`src/rtl/sc_game_pkg.sv`:
```
// rtl/sc_game_pkg.sv - shared game-control types: state encoding, tick periods, level thresholds
package sc_game_pkg;

  typedef enum logic [1:0] {
    ST_IDLE  = 2'd0,
    ST_RUN   = 2'd1,
    ST_PAUSE = 2'd2,
    ST_DONE  = 2'd3
  } sc_state_e;

  // Tick periods in 50 MHz clock cycles
  localparam int unsigned PERIOD_035S = 17_500_000;
  localparam int unsigned PERIOD_030S = 15_000_000;
  localparam int unsigned PERIOD_025S = 12_500_000;

  localparam int unsigned LEVEL_TH_0 = 10;
  localparam int unsigned LEVEL_TH_1 = 17;
  localparam int unsigned LEVEL_TH_2 = 32;
  localparam int unsigned LEVEL_TH_3 = 39;
  localparam int unsigned LEVEL_TH_4 = 59;

  // Period the control FSM should program for a given level
  function automatic int unsigned period_for_level(input int unsigned level);
    if (level < LEVEL_TH_0) begin
      return PERIOD_035S;
    end else if (level < LEVEL_TH_2) begin
      return PERIOD_030S;
    end else begin
      return PERIOD_025S;
    end
  endfunction

endpackage

```
`src/rtl/sc_levelticker_downcounter.sv`:
```
// rtl/sc_levelticker_downcounter.sv - loadable down-counter with expiry pulse and zero-to-one period clamp
module sc_levelticker_downcounter #(
  parameter int WIDTH = 32
) (
  input  logic             clk_i,
  input  logic             rst_i,
  input  logic             load_i,
  input  logic             en_i,
  input  logic [WIDTH-1:0] period_i,
  output logic             expire_o
);

  logic [WIDTH-1:0] count_q;
  logic [WIDTH-1:0] reload_val;

  assign reload_val = (period_i == '0) ? WIDTH'(1) : period_i;

  // <=1 rather than ==1 so a stray zero count can never wrap to all-ones
  assign expire_o = en_i && (count_q <= WIDTH'(1));

  always_ff @(posedge clk_i) begin
    if (rst_i) begin
      count_q <= '0;
    end else if (load_i || expire_o) begin
      count_q <= reload_val;
    end else if (en_i) begin
      count_q <= count_q - WIDTH'(1);
    end
  end

endmodule

```
`src/rtl/sc_levelticker.sv`:
```
// rtl/sc_levelticker.sv - periodic tick and saturating level counter; optional pause via SC_LEVELTICKER_PAUSE_EN
module sc_levelticker
  import sc_game_pkg::*;
#(
  parameter int PERIOD_WIDTH    = 32,
  parameter int LEVEL_WIDTH     = 8,
  parameter int TICKS_PER_LEVEL = 8,
  parameter int MAX_LEVEL       = 59
) (
  input  logic                    SC_LEVELTICKER_CLOCK_50,
  input  logic                    SC_LEVELTICKER_RESET_InHigh,
  input  logic                    SC_LEVELTICKER_START_InLow,
  input  logic [PERIOD_WIDTH-1:0] SC_LEVELTICKER_PERIOD_In,
`ifdef SC_LEVELTICKER_PAUSE_EN
  input  logic                    SC_LEVELTICKER_PAUSE_InLow,
`endif
  output logic                    SC_LEVELTICKER_TICK_Out,
  output logic                    SC_LEVELTICKER_LEVELUP_Out,
  output logic [LEVEL_WIDTH-1:0]  SC_LEVELTICKER_LEVEL_Out,
  output logic                    SC_LEVELTICKER_RUNNING_Out,
  output logic                    SC_LEVELTICKER_DONE_Out
);

  localparam int TW = (TICKS_PER_LEVEL > 1) ? $clog2(TICKS_PER_LEVEL) : 1;
  localparam logic [TW-1:0]          TCNT_LAST = TW'(TICKS_PER_LEVEL - 1);
  localparam logic [LEVEL_WIDTH-1:0] MAX_L     = LEVEL_WIDTH'(MAX_LEVEL);

  sc_state_e               state_q, state_d;
  logic [TW-1:0]           tcnt_q, tcnt_d;
  logic [LEVEL_WIDTH-1:0]  level_q, level_d;
  logic                    tick_q;
  logic                    levelup_q, levelup_d;
  logic                    load;
  logic                    cnt_en;
  logic                    expire;

  sc_levelticker_downcounter #(
    .WIDTH(PERIOD_WIDTH)
  ) u_downcounter (
    .clk_i    (SC_LEVELTICKER_CLOCK_50),
    .rst_i    (SC_LEVELTICKER_RESET_InHigh),
    .load_i   (load),
    .en_i     (cnt_en),
    .period_i (SC_LEVELTICKER_PERIOD_In),
    .expire_o (expire)
  );

  // Counting stops once LEVEL sits at MAX_LEVEL, so the final RUN cycle
  // before DONE issues no further tick.
  always_comb begin
    state_d   = state_q;
    load      = 1'b0;
    cnt_en    = 1'b0;
    tcnt_d    = tcnt_q;
    level_d   = level_q;
    levelup_d = 1'b0;

    case (state_q)
      ST_IDLE: begin
        if (!SC_LEVELTICKER_START_InLow) begin
          state_d = ST_RUN;
          load    = 1'b1;
        end
      end
      ST_RUN: begin
        if (level_q == MAX_L) begin
          state_d = ST_DONE;
        end else begin
          cnt_en = 1'b1;
`ifdef SC_LEVELTICKER_PAUSE_EN
          if (!SC_LEVELTICKER_PAUSE_InLow) begin
            state_d = ST_PAUSE;
          end
`endif
        end
      end
`ifdef SC_LEVELTICKER_PAUSE_EN
      ST_PAUSE: begin
        if (SC_LEVELTICKER_PAUSE_InLow) begin
          state_d = ST_RUN;
        end
      end
`endif
      ST_DONE: begin
        state_d = ST_DONE;
      end
      default: begin
        state_d = ST_IDLE;
      end
    endcase

    if (expire) begin
      if (tcnt_q == TCNT_LAST) begin
        tcnt_d = '0;
        if (level_q != MAX_L) begin
          level_d   = level_q + LEVEL_WIDTH'(1);
          levelup_d = 1'b1;
        end
      end else begin
        tcnt_d = tcnt_q + TW'(1);
      end
    end
  end

  always_ff @(posedge SC_LEVELTICKER_CLOCK_50) begin
    if (SC_LEVELTICKER_RESET_InHigh) begin
      state_q   <= ST_IDLE;
      tcnt_q    <= '0;
      level_q   <= '0;
      tick_q    <= 1'b0;
      levelup_q <= 1'b0;
    end else begin
      state_q   <= state_d;
      tcnt_q    <= tcnt_d;
      level_q   <= level_d;
      tick_q    <= expire;
      levelup_q <= levelup_d;
    end
  end

  assign SC_LEVELTICKER_TICK_Out    = tick_q;
  assign SC_LEVELTICKER_LEVELUP_Out = levelup_q;
  assign SC_LEVELTICKER_LEVEL_Out   = level_q;
  assign SC_LEVELTICKER_RUNNING_Out = (state_q == ST_RUN);
  assign SC_LEVELTICKER_DONE_Out    = (state_q == ST_DONE);

endmodule

```
`config.mk`:
```
export PLATFORM = sky130hd
export DESIGN_NAME = sc_levelticker
export DESIGN_NICKNAME = d
export VERILOG_FILES = /design/src/rtl/sc_game_pkg.sv /design/src/rtl/sc_levelticker_downcounter.sv /design/src/rtl/sc_levelticker.sv
export SDC_FILE = /design/constraint.sdc
export NUM_CORES = 1
export LEC_CHECK = 0
export CAP_MARGIN = 20
export CORE_MARGIN = 2
export CORE_UTILIZATION = 50
export DETAILED_ROUTE_END_ITERATION = 7
export PLACE_DENSITY = 0.75
export SLEW_MARGIN = 20
export SYNTH_ARGS = -nofsm -noshare
export SYNTH_HDL_FRONTEND = slang
export SYNTH_HIERARCHICAL = 1
export SYNTH_SLANG_ARGS = --single-unit
```
`constraint.sdc`:
```
create_clock -name SC_LEVELTICKER_CLOCK_50 -period 3.8 [get_ports SC_LEVELTICKER_CLOCK_50]
set_input_delay 1.14 -clock SC_LEVELTICKER_CLOCK_50 [delete_from_list [all_inputs] [get_ports SC_LEVELTICKER_CLOCK_50]]
set_output_delay 1.14 -clock SC_LEVELTICKER_CLOCK_50 [all_outputs]
set_load 0.05 [all_outputs]
```
==> flow_results.xml <==
<?xml version="1.0" encoding="UTF-8"?>
<metrics>
  <group name="pwr">
    <metric name="power_per_standard_cell_area" unit="nW/um2">367</metric>
    <metric name="static-leakage-power" unit="nW">1.21</metric>
    <metric name="worst_ir_drop_vdd" unit="mV">0.188</metric>
  </group>
  <group name="synth">
    <metric name="area_of_the_mapped_netlist" unit="um2">2880</metric>
    <metric name="syn-instance-count" unit="">357</metric>
    <metric name="ys_warn_count" unit="">6</metric>
    <metric name="synth_enable_flop_cells" unit="">0</metric>
    <metric name="postSynth.asyncResetShare" unit="">0</metric>
    <metric name="yosys.cell_types.count" unit="">65</metric>
    <metric name="synthesis.nets" unit="">397</metric>
    <metric name="synth.yosys.seq_area_share" unit="">0.327</metric>
    <metric name="avgSynthCellArea" unit="um2">8.05</metric>
    <metric name="synth.ff_latch_count" unit="">47</metric>
    <metric name="ys_dominant_reg_cell" unit="">sky130_fd_sc_hd__dfxtp_1</metric>
  </group>
  <group name="floorplanning">
    <metric name="std_cell_rows" unit="">27</metric>
    <metric name="dieHeight" unit="um">79.8</metric>
    <metric name="coreArea" unit="um2">5540</metric>
    <metric name="io_pins" unit="">47</metric>
    <metric name="initial_core_util" unit="">0.519</metric>
    <metric name="fp.dieArea" unit="um2">6370</metric>
    <metric name="die_width" unit="um">79.8</metric>
  </group>
  <group name="worst_hold_path">
    <metric name="worst_hold_path_type" unit="">flip-flop to flip-flop</metric>
    <metric name="hold_path_end" unit="">u_downcounter/count_q[8]</metric>
    <metric name="hold_start" unit="">u_downcounter/count_q[8]</metric>
    <metric name="worst_hold_path.num_cells" unit="">2</metric>
  </group>
  <group name="clock_tree">
    <metric name="cts-htree-levels" unit="">2</metric>
    <metric name="tritoncts" unit="">yes</metric>
    <metric name="insertion_delay" unit="ps">310</metric>
    <metric name="cts-buffers-inserted" unit="">5</metric>
    <metric name="cts_resized" unit="">0</metric>
    <metric name="ctsRootBufferMaster" unit="">sky130_fd_sc_hd__clkbuf_8</metric>
    <metric name="cts_max_path_buffers" unit="">2</metric>
    <metric name="count_of_clock_tree_sinks" unit="">47</metric>
    <metric name="cts.clk_slew.worst_paths" unit="ps">90</metric>
    <metric name="cts.hold.buffers_added" unit="">0</metric>
    <metric name="post_cts.repair.setup_buffers" unit="">0</metric>
  </group>
  <group name="critical_path">
    <metric name="critPathArrivalTime" unit="ps">3410</metric>
    <metric name="cp.required" unit="ps">4000</metric>
    <metric name="regToRegStartpoint" unit="">SC_LEVELTICKER_LEVEL_Out[0]</metric>
    <metric name="worst_setup_path_end_kind" unit="">flip-flop</metric>
    <metric name="crit_path_start" unit="">SC_LEVELTICKER_LEVEL_Out[0]</metric>
    <metric name="critPathLaunchType" unit="">flip-flop</metric>
    <metric name="critPathMaxFanout" unit="">17</metric>
    <metric name="timing.reg2reg.worst_path_depth" unit="">10</metric>
    <metric name="critical_path_class" unit="">flip-flop to flip-flop</metric>
    <metric name="timing.reg2reg.setup_slack" unit="ps">590</metric>
    <metric name="reg_to_reg_end" unit="">SC_LEVELTICKER_LEVEL_Out[0]</metric>
  </group>
  <group name="sta">
    <metric name="timing.final.hold_violations" unit="">0</metric>
    <metric name="setup_repair_after_global_routing_missed_its_margin" unit="">no</metric>
    <metric name="layout_min_cycle_time" unit="ps">3210</metric>
    <metric name="worst-slew-pin-transition" unit="ps">641</metric>
    <metric name="worst_clock_skew" unit="ps">3.59</metric>
    <metric name="maxSlewHeadroom" unit="">0.569</metric>
    <metric name="report.final.setup_viol" unit="">0</metric>
    <metric name="totalNegativeSetupSlack" unit="ps">0</metric>
    <metric name="timing.fmax" unit="GHz">0.312</metric>
    <metric name="slew_violations" unit="">0</metric>
    <metric name="layout_worst_path_cycle_share" unit="">0.844</metric>
  </group>
  <group name="detailed_routing">
    <metric name="dr_total_vias" unit="">3172</metric>
    <metric name="met2_length" unit="um">4250</metric>
    <metric name="first_iter_violations" unit="">311</metric>
    <metric name="route.detailed.drc" unit="">0</metric>
    <metric name="top_signal_layer_used" unit="">met4</metric>
    <metric name="ant_nets" unit="">0</metric>
    <metric name="detail_route.vias_per_cell" unit="">6.62</metric>
    <metric name="detail_route.first_pass.iterations" unit="">5</metric>
    <metric name="routedWlPerCell" unit="um">18.9</metric>
    <metric name="wl_met3" unit="um">790</metric>
    <metric name="m1WireLength" unit="um">3890</metric>
    <metric name="drt_wl_total" unit="um">9060</metric>
  </group>
  <group name="cells_and_area">
    <metric name="fill_cells" unit="">494</metric>
    <metric name="multiInputGateArea" unit="um2">1800</metric>
    <metric name="most-common-layout-cells" unit="">47 x sky130_fd_sc_hd__dfxtp_1, 46 x sky130_fd_sc_hd__clkdlybuf4s50_1, 35 x sky130_fd_sc_hd__nor2_1</metric>
    <metric name="drive_above_1_share" unit="">0.0934</metric>
    <metric name="nNetsFinal" unit="">446</metric>
    <metric name="area.growth.synth_to_final" unit="%">22.1</metric>
    <metric name="n_diodes" unit="">0</metric>
    <metric name="post-route-util" unit="">0.633</metric>
    <metric name="layout.area.seq" unit="um2">941</metric>
    <metric name="commonest_non_fill_non_tap_cell_in_the_layout" unit="">sky130_fd_sc_hd__dfxtp_1</metric>
  </group>
  <group name="grt">
    <metric name="global_route_wire_length_before_repair" unit="um">14400</metric>
    <metric name="antenna_found_initial" unit="">0</metric>
    <metric name="vias_in_the_first_global_route" unit="">2878</metric>
    <metric name="grt_start_max_net_pins" unit="">22</metric>
    <metric name="grt.overflow.total" unit="">0</metric>
    <metric name="grtUsageTotal" unit="">0.293</metric>
  </group>
  <group name="outcome">
    <metric name="outcome" unit="">finished, final reports clean</metric>
  </group>
  <group name="placement">
    <metric name="hpwl" unit="um">6750</metric>
    <metric name="port_buffers" unit="">46</metric>
    <metric name="gp_congestion" unit="">0.995</metric>
  </group>
  <group name="run">
    <metric name="timing.max_cap.violations" unit="">0</metric>
  </group>
</metrics>
-- stage by stage --
stage | worst slack (ps) | hold WS [ps] | cell area (um2) | total power [mW] | std cells
floorplan | 85.0 | 456 | 2880 | 0.830 | 357
global placement | 705 | 473 | 3420 | 0.976 | 471
detailed placement | 616 | 490 | 3420 | 0.979 | 471
CTS | 603 | 502 | 3510 | 1.28 | 479
global route | 470 | 531 | 3510 | 1.35 | 479
finish | 592 | 504 | 3510 | 1.29 | 479
-- metal layers --
| layer | vias up | global-route usage |
|---|---|---|
| li1 | 1480 | - |
| met1 | 1504 | 0.385 |
| met2 | 173 | 0.478 |
| met3 | 15 | 0.0588 |
| met4 | 0 | 0.0983 |
| met5 | - | 0 |
-- Yosys cell counts (all sizes together) (2+ instances only) --
library cell / instances / share of area
a2111oi: 2 / 0.0087
a211o: 4 / 0.012
a211oi: 2 / 0.0052
a21boi: 2 / 0.0052
a21o: 2 / 0.0052
a21oi: 20 / 0.035
a22o: 3 / 0.0091
a22oi: 3 / 0.0078
a311oi: 3 / 0.0091
a31oi: 8 / 0.017
a32oi: 3 / 0.0091
and2: 3 / 0.0065
and3: 4 / 0.0087
buf: 9 / 0.025
clkbuf: 7 / 0.0091
dfxtp: 47 / 0.33
ha: 5 / 0.022
inv: 8 / 0.012
mux2: 4 / 0.016
mux2i: 7 / 0.024
nand2: 33 / 0.046
nand2b: 4 / 0.0087
nand3: 16 / 0.031
nand3b: 3 / 0.0078
nand4: 11 / 0.024
nor2: 36 / 0.048
nor2b: 5 / 0.011
nor3: 14 / 0.026
nor3b: 3 / 0.0078
nor4: 20 / 0.049
nor4b: 5 / 0.015
o2111a: 2 / 0.0078
o211ai: 4 / 0.010
o21ai: 17 / 0.030
o22ai: 4 / 0.0087
o31ai: 4 / 0.010
o32ai: 3 / 0.0091
or2: 2 / 0.0044
or3: 7 / 0.017
or4: 8 / 0.023
-- cell type report --
| type | count | share of cell area |
|---|---|---|
| sequential | 47 | 0.268 |
| timing repair buffer | 58 | 0.157 |
| tap | 72 | 0.0257 |
| multi-input combinational | 285 | 0.514 |
| clock inverter | 2 | 0.00357 |
| clock buffer | 6 | 0.0207 |
| inverter | 9 | 0.0111 |
-- worst max-delay path by stage --
stage,end,cells after the start
final,SC_LEVELTICKER_LEVEL_Out[0],10
after CTS,SC_LEVELTICKER_LEVEL_Out[0],10
after floorplan,SC_LEVELTICKER_LEVEL_Out[7],14
after global placement,SC_LEVELTICKER_LEVEL_Out[7],10
after global routing,SC_LEVELTICKER_LEVEL_Out[0],10
after detailed placement,SC_LEVELTICKER_LEVEL_Out[0],10
-- where the power goes --
part	internal (mW)	total [mW]	switching, mW
sequential	0.529	0.571	0.0422
combinational	0.161	0.413	0.252
clock	0.129	0.306	0.177
-- cell families after synthesis --
kind of cell,after synthesis,synth area share
and+or+nand+nor,177,0.344
AOI/OAI and AO/OA,91,0.216
DFF,47,0.327
buffers and inverters,25,0.0479
muxes,11,0.0400
adders and majority gates,5,0.0218
xor gates and xnor gates,1,0.00305
-- registers in the layout, summed over array words and instances, names as in the netlist --
signal                      flops
SC_LEVELTICKER_LEVEL_Out        8
SC_LEVELTICKER_LEVELUP_Out      1
state_q                         2
tcnt_q                          3
SC_LEVELTICKER_TICK_Out         1
u_downcounter/count_q          32
-- worst max-delay path, cell delays in order (launching register included) --
cell                       delay (ps)
sky130_fd_sc_hd__dfxtp_1          380
sky130_fd_sc_hd__ha_1             250
sky130_fd_sc_hd__and4_1           240
sky130_fd_sc_hd__a21boi_1         180
sky130_fd_sc_hd__nand2b_1          80
sky130_fd_sc_hd__or4_4            550
sky130_fd_sc_hd__or4_4            520
sky130_fd_sc_hd__inv_6            190
sky130_fd_sc_hd__nand2_4           80
sky130_fd_sc_hd__a21oi_1          240
sky130_fd_sc_hd__mux2_2           370
(Power assumes the default switching activity.)
